[config.mk]
export PLATFORM = sky130hd
export DESIGN_NAME = arb_mux
export DESIGN_NICKNAME = d
export VERILOG_FILES = /design/src/rtl/arb_mux_pkg.sv /design/src/rtl/arb_mux_rr_arbiter.sv /design/src/rtl/arb_mux.sv
export SDC_FILE = /design/constraint.sdc
export NUM_CORES = 1
export LEC_CHECK = 0
export ABC_AREA = 1
export CAP_MARGIN = 5
export CELL_PAD_IN_SITES_DETAIL_PLACEMENT = 2
export CELL_PAD_IN_SITES_GLOBAL_PLACEMENT = 2
export CORE_AREA = 2 2 157 221
export DETAILED_ROUTE_END_ITERATION = 16
export DIE_AREA = 0 0 159 223
export HOLD_SLACK_MARGIN = 0.15
export PLACE_DENSITY = 0.86
export SYNTH_ARGS = -nofsm -noshare
export SYNTH_HDL_FRONTEND = slang
export SYNTH_SLANG_ARGS = --single-unit
[constraint.sdc]
create_clock -name clk -period 6.1 [get_ports clk]
set_clock_uncertainty 0.1 [all_clocks]
set_input_delay 1.22 -clock clk [delete_from_list [all_inputs] [get_ports clk]]
set_output_delay 1.22 -clock clk [all_outputs]
set_load 0.05 [all_outputs]
[src/rtl/arb_mux_pkg.sv]
// Shared types and helpers for the arb_mux packet arbiter/multiplexer.
package arb_mux_pkg;

  typedef enum logic {
    ST_IDLE = 1'b0,
    ST_LOCK = 1'b1
  } state_e;

  // Channel index reached by stepping 'step' positions past 'base', modulo n.
  function automatic int unsigned next_idx(input int unsigned base,
                                           input int unsigned step,
                                           input int unsigned n);
    return (base + step) % n;
  endfunction

endpackage

[src/rtl/arb_mux_rr_arbiter.sv]
// Round-robin arbiter: one-hot grant plus index, searching from last_grant+1.
module rr_arbiter
  import arb_mux_pkg::*;
#(
  parameter int unsigned NUMIN = 16
) (
  input  logic                     clk,
  input  logic                     rst,
  input  logic [NUMIN-1:0]         req,
  input  logic                     advance,
  output logic [NUMIN-1:0]         grant,
  output logic [$clog2(NUMIN)-1:0] grant_idx
);

  localparam int unsigned IW = $clog2(NUMIN);

  logic [IW-1:0] r_last;
  logic [IW-1:0] w_c;
  logic          w_found;

  // First requester at or after r_last+1, wrapping through NUMIN-1 to 0.
  always_comb begin
    grant     = '0;
    grant_idx = '0;
    w_found   = 1'b0;
    w_c       = '0;
    for (int unsigned k = 1; k <= NUMIN; k++) begin
      w_c = IW'(next_idx(32'(r_last), k, NUMIN));
      if (!w_found && req[w_c]) begin
        w_found    = 1'b1;
        grant[w_c] = 1'b1;
        grant_idx  = w_c;
      end
    end
  end

  always_ff @(posedge clk or posedge rst) begin
    if (rst) begin
      r_last <= IW'(NUMIN - 1);
    end else if (advance && w_found) begin
      r_last <= grant_idx;
    end
  end

endmodule

[src/rtl/arb_mux.sv]
// Packet-aware round-robin N:1 multiplexer with a one-entry registered output stage.
module arb_mux
  import arb_mux_pkg::*;
#(
  parameter int unsigned NUMIN  = 16,
  parameter int unsigned DWIDTH = 8
) (
  input  logic                      clk,
  input  logic                      rst,
  input  logic [NUMIN*DWIDTH-1:0]   din_vec,
  input  logic [NUMIN-1:0]          din_vec_v,
  input  logic [NUMIN-1:0]          din_vec_last,
  output logic [NUMIN-1:0]          din_vec_rdy,
  output logic [DWIDTH-1:0]         dout,
  output logic                      dout_v,
  output logic                      dout_last,
  output logic [$clog2(NUMIN)-1:0]  dout_sel,
  input  logic                      dout_rdy
);

  localparam int unsigned IW = $clog2(NUMIN);

  state_e            r_state;
  logic [IW-1:0]     r_lock_idx;
  logic [DWIDTH-1:0] r_dout;
  logic              r_dout_v;
  logic              r_dout_last;
  logic [IW-1:0]     r_dout_sel;

  logic [NUMIN-1:0]  w_req;
  logic [NUMIN-1:0]  w_grant;
  logic [IW-1:0]     w_grant_idx;
  logic              w_can_load;
  logic              w_accept;
  logic [DWIDTH-1:0] w_beat_data;
  logic              w_beat_last;

  // While locked, the arbiter only ever sees the locked channel.
  assign w_req       = (r_state == ST_LOCK) ? (NUMIN'(1) << r_lock_idx) : din_vec_v;
  assign w_can_load  = !r_dout_v || dout_rdy;
  assign din_vec_rdy = (w_can_load && !rst) ? w_grant : '0;
  assign w_accept    = |(din_vec_v & din_vec_rdy);
  assign w_beat_data = din_vec[w_grant_idx*DWIDTH +: DWIDTH];
  assign w_beat_last = din_vec_last[w_grant_idx];

  rr_arbiter #(
    .NUMIN (NUMIN)
  ) u_rr (
    .clk       (clk),
    .rst       (rst),
    .req       (w_req),
    .advance   (w_accept && w_beat_last),
    .grant     (w_grant),
    .grant_idx (w_grant_idx)
  );

  always_ff @(posedge clk or posedge rst) begin
    if (rst) begin
      r_state     <= ST_IDLE;
      r_lock_idx  <= '0;
      r_dout      <= '0;
      r_dout_v    <= 1'b0;
      r_dout_last <= 1'b0;
      r_dout_sel  <= '0;
    end else begin
      if (w_accept) begin
        r_dout      <= w_beat_data;
        r_dout_v    <= 1'b1;
        r_dout_last <= w_beat_last;
        r_dout_sel  <= w_grant_idx;
      end else if (dout_rdy) begin
        r_dout_v    <= 1'b0;
      end
      case (r_state)
        ST_IDLE: begin
          if (w_accept && !w_beat_last) begin
            r_state    <= ST_LOCK;
            r_lock_idx <= w_grant_idx;
          end
        end
        ST_LOCK: begin
          if (w_accept && w_beat_last) begin
            r_state <= ST_IDLE;
          end
        end
        default: r_state <= ST_IDLE;
      endcase
    end
  end

  assign dout      = r_dout;
  assign dout_v    = r_dout_v;
  assign dout_last = r_dout_last;
  assign dout_sel  = r_dout_sel;

endmodule

==> results of run 1 <==
## worst paths after layout
| path | slack (ns) | end | depth (start not counted) |
|---|---|---|---|
| max | -0.62 | din_vec_rdy[7] | 20 |
| min | 0.39 | dout_last$_DFFE_PP0P_ | 2 |
| max reg2reg | -0.26 | dout[2]$_DFFE_PP0P_ | 28 |
| min reg2reg | 0.39 | dout_last$_DFFE_PP0P_ | 2 |
| max in group asynchronous | 4.39 | u_rr.r_last[1]$_DFFE_PP1P_ | 3 |
| min in group asynchronous | 1.20 | dout[4]$_DFFE_PP0P_ | 3 |
## sequential cells by signal, indices dropped and copies added, names as in the netlist, named ones only
name	flops
dout	8
dout_last	1
dout_sel	4
dout_v	1
r_lock_idx	4
u_rr.r_last	4
## repair_timing
action	CTS	global route
setup endpoints to repair	12	26
pin swaps	5	47
buffers inserted	7	15
gates cloned	0	2
gates resized for setup	44	132
## cell usage after synthesis (3+ instances only)
cell	instances	area (sq um)
nor2_2	7	43.8
o21ai_1	11	55.1
nand2_2	10	62.6
clkinv_1	4	15.0
nand3_2	9	90.1
inv_2	20	75.1
ha_1	13	163
o21ai_0	7	35.0
buf_4	16	120
nand2_1	479	1800
o21ai_2	3	26.3
nand4_1	44	275
nand3_1	410	2050
dfrtp_1	19	475
buf_2	32	160
inv_1	113	424
nor2_4	6	67.6
nand2_4	4	45.0
dfstp_2	4	105
clkbuf_1	28	105
buf_6	14	158
nand4_4	4	85.1
a21oi_1	9	45.0
nor2_1	303	1140
a31oi_1	18	113
o21a_1	3	22.5
## cell type report
class | instances | share of cell area, %
clock inverters | 1 | 0.0407
multi-input cells | 1358 | 56.6
repair buffers | 361 | 29.0
flip-flops and latches | 23 | 4.72
well taps | 451 | 4.59
clock buffers | 3 | 0.611
inverters | 140 | 4.40
## kinds of logic (layout without fill, tap and decap cells)
logic type / count (synthesis) / count (layout) / synth area share (%)
buffers and inverters: 231 / 505 / 13.6
AND/OR/NAND/NOR: 1287 / 1289 / 72.9
AO/OA/AOI/OAI: 56 / 56 / 4.19
flip-flops: 23 / 23 / 7.31
adder cells (fa/ha/maj): 13 / 13 / 2.05
## metal layers
layer	track usage [%]	wire [um]	vias up
met2	56.1	30300	816
met5	0	27	-
li1	-	-	5784
met4	26.2	7530	4
met1	28.7	20400	6491
met3	5.09	5140	377
## worst min-delay path, cell delays in order, from the launching register on
cell and delay, ns:
dfrtp_1 0.35, nand2_1 0.06, nand2_1 0.05
## stage by stage
step           setup slack (ns)  util, %
6_report                 -0.621     36.6
5_1_grt                  -0.575     36.6
4_1_cts                 0.00104     34.6
3_5_place_dp             -0.492     33.6
3_3_place_gp             -0.376     33.6
2_1_floorplan             0.654        -
==> summary.md, run 1 <==
| Metric | Value |
|---|---|
| Initial DRC Count | 858 |
| Commonest non-fill, non-tap cell in the layout | nand2_1 |
| Fmax | 149 MHz |
| Total GRT Usage | a little under a third |
| Nature of the critical path endpoint | output port |
| Placed Instance Area | roughly 11000 sq um |
| Maximum root-to-sink buffer count | 2 |
| Initial core utilization | 23.6% |
| Setup TNS | -7.40 ns |
| Drt pass-1 iters | 7 |
| Largest net degree at the start of global routing | 65 |
| Worst hold slack | 0.386 ns |
| Crit-path leading delay family | simple AND/OR/NAND/NOR gates |
| Worst hold path type | reg2reg |
| CP Data Required Time | 4.78 ns |
| Final WS setup | -0.621 ns |
| Yosys warns | 0 |
| CTS buffer count | 3 |
| Startpoint of the worst hold path | dout_last$_DFFE_PP0P_ |
| Nets | 2063 |
| Design area | 12300 sq um |
| Synth Register Bits | 23 |
| Final Hold Viols | 0 |
| First-pass GRT wire length | 82900 um |
| Clock slew at reported path FFs | 0.06 ns |
| Area Growth Syn to Fin | 54.8% |
| Kind of critical path | reg2out |
| Via-per-instance ratio | 5.76 |
| Slew margin rel. | 31.2% |
| # clock sinks | 23 |
| Row count | 80 |
| ANT nets after route | 0 |
| Core Area | 33600 sq um |
| Failing checks | setup timing |
| Max-Cap Viols | 0 |
| Unrepaired setup endpoints after global routing | true |
| Worst-skew pair later-pin latency | around 0.27 ns |
| WP data arrival | about 5.4 ns |
| WP buf/inv | 5 |
| CP Launch Type | flip-flop |
| Diodes inserted | 0 |
| Mapped Cells | 1610 |
| Fin crit share | 110% |
| Mapped cell area | 7940 sq um |
| Crit path max-delay cell type | dfstp_2 |
| Multi-input gate area | 6960 sq um |
| Depth of the CTS H-tree | 1 |
| Clk root buf | clkbuf_16 |
| Final setup fails | 39 |
| Status | complete, but fails checks |
| Synth Flop Type | dfrtp_1 |
| Crit-path max cell delay | roughly 0.70 ns |
| Fill cells | 4211 |
| Total grt overflow | 0 |
| Initial antenna violation count | 2 |
| Non-Filler Instances | about 2300 |
| Post-route DRC | 0 |
| CP startpoint | u_rr.r_last[0]$_DFFE_PP1P_ |
| DR WL/cell | 27.1 um |
| Seq. cell area | 581 sq um |
| Syn avg cell area | approximately 4.9 sq um |
| Min Tclk post-route | 6.72 ns |
| Gp weighted congestion | ~1.0 |
| Placed cell count | ~2300 |
| Vias | 13500 |
| DP HPWL | 45600 um |
| Chip width | 159 um |
| Port Buf Inserts | 192 |
| Die area | about 35000 sq um |
| Unique cell type count in the Yosys netlist | 41 |
| Share of cells above drive strength 1 | 20.9% |
| Max-slew violations | 0 |
| Die height | 223 um |
| Synthesized net count | ~1800 |
| Top Ports | around 190 |
| Seq/Total Area, Yosys | 7.31% |
| EDFF count, synth | 0 |
| Vias in the first global route | 14300 |
| Async SR Flop Fraction | 100% |
| Most frequent cells in the layout | 465 x nand2_1, 352 x nand3_1, 257 x nor2_1 |
| Hold_buf cts | 0 |
| CP Cell Sequence | ha_1, nor2_1, nor2_2, inv_2, buf_4, nand2_1, nand3_1, o21ai_4, inv_2, nand4_4, nor2_8, nand2_1, inv_4, nand2_1, nand3_1, nor2_1, nand3_1, nor2_1, a31oi_2, buf_12 |
| Tightest Pin Transition | 1.03 ns |
| CTS tree | yes |
| WL final | ~63000 um |
| R2R Path Start | u_rr.r_last[0]$_DFFE_PP1P_ |
| CP max FO | 15 |
Power of run 1 is not shown: default switching activity piles up to over one toggle a cycle in this logic, so the estimate is an artifact.
==> run 2: changes to the inputs <==
--- a/config.mk
+++ b/config.mk
@@ -8,11 +8,11 @@
 export ABC_AREA = 1
 export CAP_MARGIN = 5
-export CELL_PAD_IN_SITES_DETAIL_PLACEMENT = 2
-export CELL_PAD_IN_SITES_GLOBAL_PLACEMENT = 2
-export CORE_AREA = 2 2 157 221
+export CELL_PAD_IN_SITES_DETAIL_PLACEMENT = 1
+export CELL_PAD_IN_SITES_GLOBAL_PLACEMENT = 1
+export CORE_AREA = 2 2 135 189
 export DETAILED_ROUTE_END_ITERATION = 16
-export DIE_AREA = 0 0 159 223
+export DIE_AREA = 0 0 137 191
 export HOLD_SLACK_MARGIN = 0.15
-export PLACE_DENSITY = 0.86
+export PLACE_DENSITY = 0.87
 export SYNTH_ARGS = -nofsm -noshare
 export SYNTH_HDL_FRONTEND = slang
==> constraint.sdc (replaced) <==
create_clock -name clk -period 6.1 [get_ports clk]
set_clock_uncertainty 0.1 [all_clocks]
set_input_delay 0.915 -clock clk [delete_from_list [all_inputs] [get_ports clk]]
set_output_delay 0.915 -clock clk [all_outputs]
set_load 0.05 [all_outputs]
==> run 2 against run 1 <==
  * The flow now finishes without violations
  * Global-route usage is 8.9 points higher
  * Sequential cell count stayed put
  * Die area is 26% lower
==> summary.md, run 2 (synthesis results as in run 1) <==
| Metric | Value |
|---|---|
| Status | finished, final reports clean |
| Final Hold Viols | 0 (unchanged) |
| First-pass GRT wire length | 76200 um (-8.1%) |
| Depth of the CTS H-tree | 1 (unchanged) |
| DP HPWL | 41000 um (-10%) |
| Min Tclk post-route | 5.99 ns (-0.735 ns) |
| Initial core utilization | 32.4% (+8.8 points) |
| R2R setup slack | 0.41 ns (+0.67 ns) |
| Worst-skew pair later-pin latency | 0.26 ns (about the same) |
| Unrepaired setup endpoints after global routing | false |
| R2R depth | 31 (+11%) |
| CTS buffer count | 3 (unchanged) |
| Nets | 2004 (-2.9%) |
| Via-per-instance ratio | 5.80 (+0.67%) |
| Top Ports | 193 (unchanged) |
| Drt pass-1 iters | 5 (-2) |
| Max-Cap Viols | 0 (unchanged) |
| Clk root buf | clkbuf_16 |
| Reg-to-Reg End | dout[2]$_DFFE_PP0P_ |
| Final setup fails | 0 (-100%) |
| Core Area | 24500 sq um (-27%) |
| Vias in the first global route | 13200 (-7.7%) |
| Die area | 26200 sq um (-26%) |
| Max reg flops | 8 (unchanged) |
| Tightest Pin Transition | 1.11 ns (+0.0749 ns) |
| Max-slew violations | 0 (unchanged) |
| CTS tree | yes |
| Die height | 191 um (-14%) |
| Worst setup endpoint | din_vec_rdy[9] |
| Crit-path max cell delay | 0.72 ns (+0.02 ns) |
| CP Launch Type | flip-flop |
| Fin crit share | 98.1% (-12 points) |
| Largest net degree at the start of global routing | 36 (-45%) |
| WL final | 50900 um (-20%) |
| Setup TNS | 0 ns (+7.40 ns) |
| Most frequent cells in the layout | 479 x nand2_1, 406 x nand3_1, 300 x nor2_1 |
| Vias | 12400 (-7.7%) |
| Slew margin rel. | 26.2% (-5.0 points) |
| Nature of the critical path endpoint | output port |
| CP startpoint | u_rr.r_last[0]$_DFFE_PP1P_ |
| Total GRT Usage | 39.1% (+8.9 points) |
| Chip width | 137 um (-14%) |
| Clock slew at reported path FFs | 0.06 ns (about the same) |
| CP Cell Sequence | ha_1, nor2_1, nor2_2, inv_2, nand3_1, nand2_1, nand2_1, nand2_2, buf_4, nand2_1, nand2_1, nor2_1, nand2_1, nor2_1, buf_4, nand3_1, nor2_2, nand3_1, nor2_1, nand3_1, nor2_1, a31oi_1, buf_12 |
| R2R Path Start | u_rr.r_last[0]$_DFFE_PP1P_ |
| CP Data Required Time | 5.08 ns (+0.30 ns) |
| Seq. cell area | 581 sq um (unchanged) |
| Port Buf Inserts | 192 (unchanged) |
| Row count | 68 (-15%) |
| Fmax | 167 MHz (+12%) |
| WP data arrival | 4.97 ns (-0.43 ns) |
| Area Growth Syn to Fin | 38.1% |
| Crit path max-delay cell type | dfstp_2 |
| Gp weighted congestion | 1.10 (+5.8%) |
| Commonest non-fill, non-tap cell in the layout | nand2_1 |
| Initial antenna violation count | 3 (+1) |
| CP max FO | 11 (-4) |
| Initial DRC Count | 1091 (+27%) |
| Post-route DRC | 0 (unchanged) |
| DR WL/cell | 23.8 um (-12%) |
| Total grt overflow | 0 (unchanged) |
| Share of cells above drive strength 1 | 12.0% (-8.9 points) |
| Kind of critical path | reg2out |
| Maximum root-to-sink buffer count | 2 (unchanged) |
| # clock sinks | 23 (unchanged) |
| ANT nets after route | 0 (unchanged) |
| Multi-input gate area | 6320 sq um (-9.3%) |
| Worst hold path type | reg2reg |
| Fill cells | 3505 (-17%) |
run 2: cell types whose count changed in the layout (fill, tap and decap cells not counted), moves of 3 or more:
cell,before,now
a31oi_1,15,18
a31oi_2,3,0
buf_4,152,101
clkdlybuf4s50_1,169,176
dlymetal6s2s_1,7,0
nand2_1,465,479
nand2_2,18,9
nand2_4,10,5
nand3_1,352,406
nand3_2,58,13
nand3_4,12,2
nor2_1,257,300
nor2_2,40,10
nor2_4,19,6
run 2: how the worst min path moves through the flow:
stage | from | end | slack (ns) | depth (start not counted)
2_1_floorplan | r_lock_idx[3]$_DFFE_PP0P_ | r_lock_idx[3]$_DFFE_PP0P_ | 0.42 | 2
3_5_place_dp | dout_sel[1]$_DFFE_PP0P_ | dout_sel[1]$_DFFE_PP0P_ | 0.39 | 2
6_report | dout_sel[0]$_DFFE_PP0P_ | dout_sel[0]$_DFFE_PP0P_ | 0.40 | 2
4_1_cts | dout_sel[0]$_DFFE_PP0P_ | dout_sel[0]$_DFFE_PP0P_ | 0.41 | 2
5_1_grt | dout_sel[0]$_DFFE_PP0P_ | dout_sel[0]$_DFFE_PP0P_ | 0.42 | 2
3_3_place_gp | dout_sel[3]$_DFFE_PP0P_ | dout_sel[3]$_DFFE_PP0P_ | 0.38 | 2
run 2: layout make-up:
type / instances / share of cell area, %
Timing Repair Buffer: 304 / 27.9
Clock buffer: 3 / 0.684
Clock inverter: 1 / 0.0456
Multi-Input combinational cell: 1356 / 57.6
Tap cell: 315 / 3.59
Antenna cell: 1 / 0.0228
Inverter: 140 / 4.86
Sequential cell: 23 / 5.29
run 2: stage by stage:
step                instance area [sq um]  util, %  hold slack [ns]  setup slack [ns]  instances
global placement                    10800     44.2            0.377             0.394       2136
global route                        11000     44.8            0.424            0.0997       2142
CTS                                 10900     44.6            0.405             0.125       2140
floorplan                            7940        -            0.415             0.959       1610
detailed placement                  10800     44.2            0.391             0.382       2136
finish                              11000     44.8            0.396             0.114       2143
run 2: what timing repair did:
action,CTS,global route
gates resized for setup,0,9
endpoints found under the setup margin,0,38
hold endpoints to repair,0,0
hold buffers,0,0
buffers inserted,0,2
run 2: per-layer routing:
layer | track usage, % | share of wire [%]
met5 | 0 | 0
met3 | 10.8 | 8.1
met4 | 40.5 | 13
met1 | 36.1 | 32
met2 | 66.2 | 47
run 2: worst max-delay path: cells and delay by family, from the launching register on:
kind                     cells  cell delay, ns
AND/OR/NAND/NOR             17            2.75
buffers and inverters        4            0.78
flip-flops                   1            0.72
adder cells (fa/ha/maj)      1            0.30
AO/OA/AOI/OAI                1            0.15
Power of run 2 is left out for the same reason.
==> run 3: changes to the inputs <==
REMOVE_ABC_BUFFERS = 1   (was not set)
==> run 3 against run 2 <==
  * Sequential share of layout area fell by 0.051 points
  * Die area unchanged
  * Worst hold slack better by 0.0070 ns
  * Routed wire length up 4.1%
  * Cell area grew 0.98%
  * Utilization rose by 0.44 points
  * Non-clock buffer count increased by 13
  * Fmax rose by 1.0%
==> summary.md, run 3 (synthesis results as in run 1) <==
| Metric | Value |
|---|---|
| CP Launch Type | flip-flop |
| Fin crit share | 97.2% (-0.97 points) |
| WP buf/inv | 6 (+2) |
| Nature of the critical path endpoint | output port |
| Commonest non-fill, non-tap cell in the layout | nand2_1 |
| Unrepaired setup endpoints after global routing | false |
| Vias in the first global route | 13200 (-0.43%) |
| DP HPWL | 41700 um (+1.6%) |
| Largest net degree at the start of global routing | 49 (+36%) |
| CTS buffer count | 3 (unchanged) |
| ANT nets after route | 0 (unchanged) |
| Initial DRC Count | 919 (-16%) |
| Vias | 12600 (+1.7%) |
| WL final | 53000 um (+4.1%) |
| Chip width | 137 um (unchanged) |
| # clock sinks | 23 (unchanged) |
| CP max FO | 19 (+8) |
| Min Tclk post-route | 5.93 ns (-0.0591 ns) |
| Core Area | 24500 sq um (unchanged) |
| R2R Path Start | u_rr.r_last[1]$_DFFE_PP1P_ |
| CP Data Required Time | 5.08 ns (about the same) |
| DR WL/cell | 24.6 um (+3.5%) |
| Clock slew at reported path FFs | 0.06 ns (about the same) |
| Tightest Pin Transition | 1.09 ns (-0.0153 ns) |
| Setup Buffers After CTS | 0 (unchanged) |
| Total grt overflow | 0 (unchanged) |
| Maximum root-to-sink buffer count | 2 (unchanged) |
| Die height | 191 um (unchanged) |
| Slew margin rel. | 27.2% (+1.0 points) |
| Share of cells above drive strength 1 | 12.5% (+0.46 points) |
| R2R depth | 32 (+3.2%) |
| WP data arrival | 4.91 ns (-0.06 ns) |
| Worst hold path type | reg2reg |
| Kind of critical path | reg2out |
| Fmax | 169 MHz (+1.0%) |
| Initial antenna violation count | 5 (+2) |
| Port Buf Inserts | 192 (unchanged) |
| Diodes inserted | 0 (-1) |
| Status | finished, final reports clean |
| Depth of the CTS H-tree | 1 (unchanged) |
| Crit path max-delay cell type | dfstp_2 |
| Crit-path max cell delay | 0.66 ns (-0.06 ns) |
| Worst hold path depth | 2 (unchanged) |
| CTS tree | yes |
| Worst-skew pair later-pin latency | 0.26 ns (about the same) |
| Drt pass-1 iters | 6 (+1) |
| Final Hold Viols | 0 (unchanged) |
| First-pass GRT wire length | 78600 um (+3.2%) |
| Crit-path leading delay family | simple AND/OR/NAND/NOR gates |
| Clk root buf | clkbuf_16 |
| Row count | 68 (unchanged) |
| Max reg flops | 8 (unchanged) |
| Gp weighted congestion | 1.09 (-1.2%) |
| Final setup fails | 0 (unchanged) |
| Most frequent cells in the layout | 479 x nand2_1, 409 x nand3_1, 301 x nor2_1 |
| Post-cts gate resize count | 0 (unchanged) |
| Area Growth Syn to Fin | 39.5% |
| CP startpoint | u_rr.r_last[1]$_DFFE_PP1P_ |
| Post-route DRC | 0 (unchanged) |
| Initial core utilization | 32.4% (unchanged) |
| Die area | 26200 sq um (unchanged) |
| Setup TNS | 0 ns (unchanged) |
| Hold_buf cts | 0 (unchanged) |
| Max-Cap Viols | 0 (unchanged) |
| Nets | 2017 (+0.65%) |
| Via-per-instance ratio | 5.87 (+1.1%) |
| Startpoint of the worst hold path | dout_sel[1]$_DFFE_PP0P_ |
| Worst Hold End | dout_sel[1]$_DFFE_PP0P_ |
| Max-slew violations | 0 (unchanged) |
| CP Cell Sequence | inv_1, ha_1, nand2_1, inv_2, nor2_4, inv_2, buf_4, nand3_1, nand3_1, nand2_1, nand3_2, nor2_4, nand4_4, nor2_8, nand4_2, buf_4, nor2_1, nor2_1, nand3_1, nor2_1, a31oi_1, buf_12 |
| Top Ports | 193 (unchanged) |
| R2R setup slack | 0.37 ns (-0.04 ns) |
| Total GRT Usage | 40.7% (+1.6 points) |
## run 3: cell count changes in the layout (fill, tap and decap cells not counted), moves of 2 or more
cell | previous run | this run
nor2_2 | 10 | 8
buf_4 | 101 | 112
clkinvlp_4 | 0 | 2
nand3_2 | 13 | 10
buf_12 | 27 | 29
nand3_1 | 406 | 409
## run 3: worst max-delay path by stage
stage	end	slack (ns)	depth (start not counted)
after global placement	din_vec_rdy[4]	0.53	25
after CTS	din_vec_rdy[14]	0.30	21
after detailed placement	flip-flop	0.47	32
final	din_vec_rdy[6]	0.17	22
after global routing	din_vec_rdy[10]	0.007	23
after floorplan	dout[6]$_DFFE_PP0P_	0.03	25
## run 3: layout make-up
class                           instances  area, sq um
Tap cell                              315          394
Clock buffer                            4         78.8
Sequential cell                        23          581
Fill cell                            3492        13400
Timing Repair Buffer                  317         3180
Multi-Input combinational cell       1356         6300
Inverter                              140          539
## run 3: per-layer routing
metal	GRT usage, %	wire (um)	vias up
met5	0	51	-
li1	-	-	5704
met2	66.8	24400	742
met3	13.7	5100	320
met1	39.7	17100	5873
met4	37.5	6250	8
## run 3: tightest hold or removal path, delay by kind of cell (launching register included)
family	cells	cell delay, ns
compound gates	1	0.06
flops	1	0.35
simple gates	1	0.05
## run 3: through the flow
stage / instance area, sq um / util, % / std cells / setup WS, ns / hold slack [ns]
after detailed placement: 11000 / 44.8 / 2151 / 0.473 / 0.384
after global routing: 11100 / 45.2 / 2155 / 0.00654 / 0.455
after global placement: 11000 / 44.8 / 2150 / 0.530 / 0.359
final: 11100 / 45.2 / 2155 / 0.173 / 0.403
after floorplan: 7400 / - / 1519 / 0.0327 / 0.405
after CTS: 11100 / 45.1 / 2155 / 0.297 / 0.408
Power of run 3 is left out for the same reason.
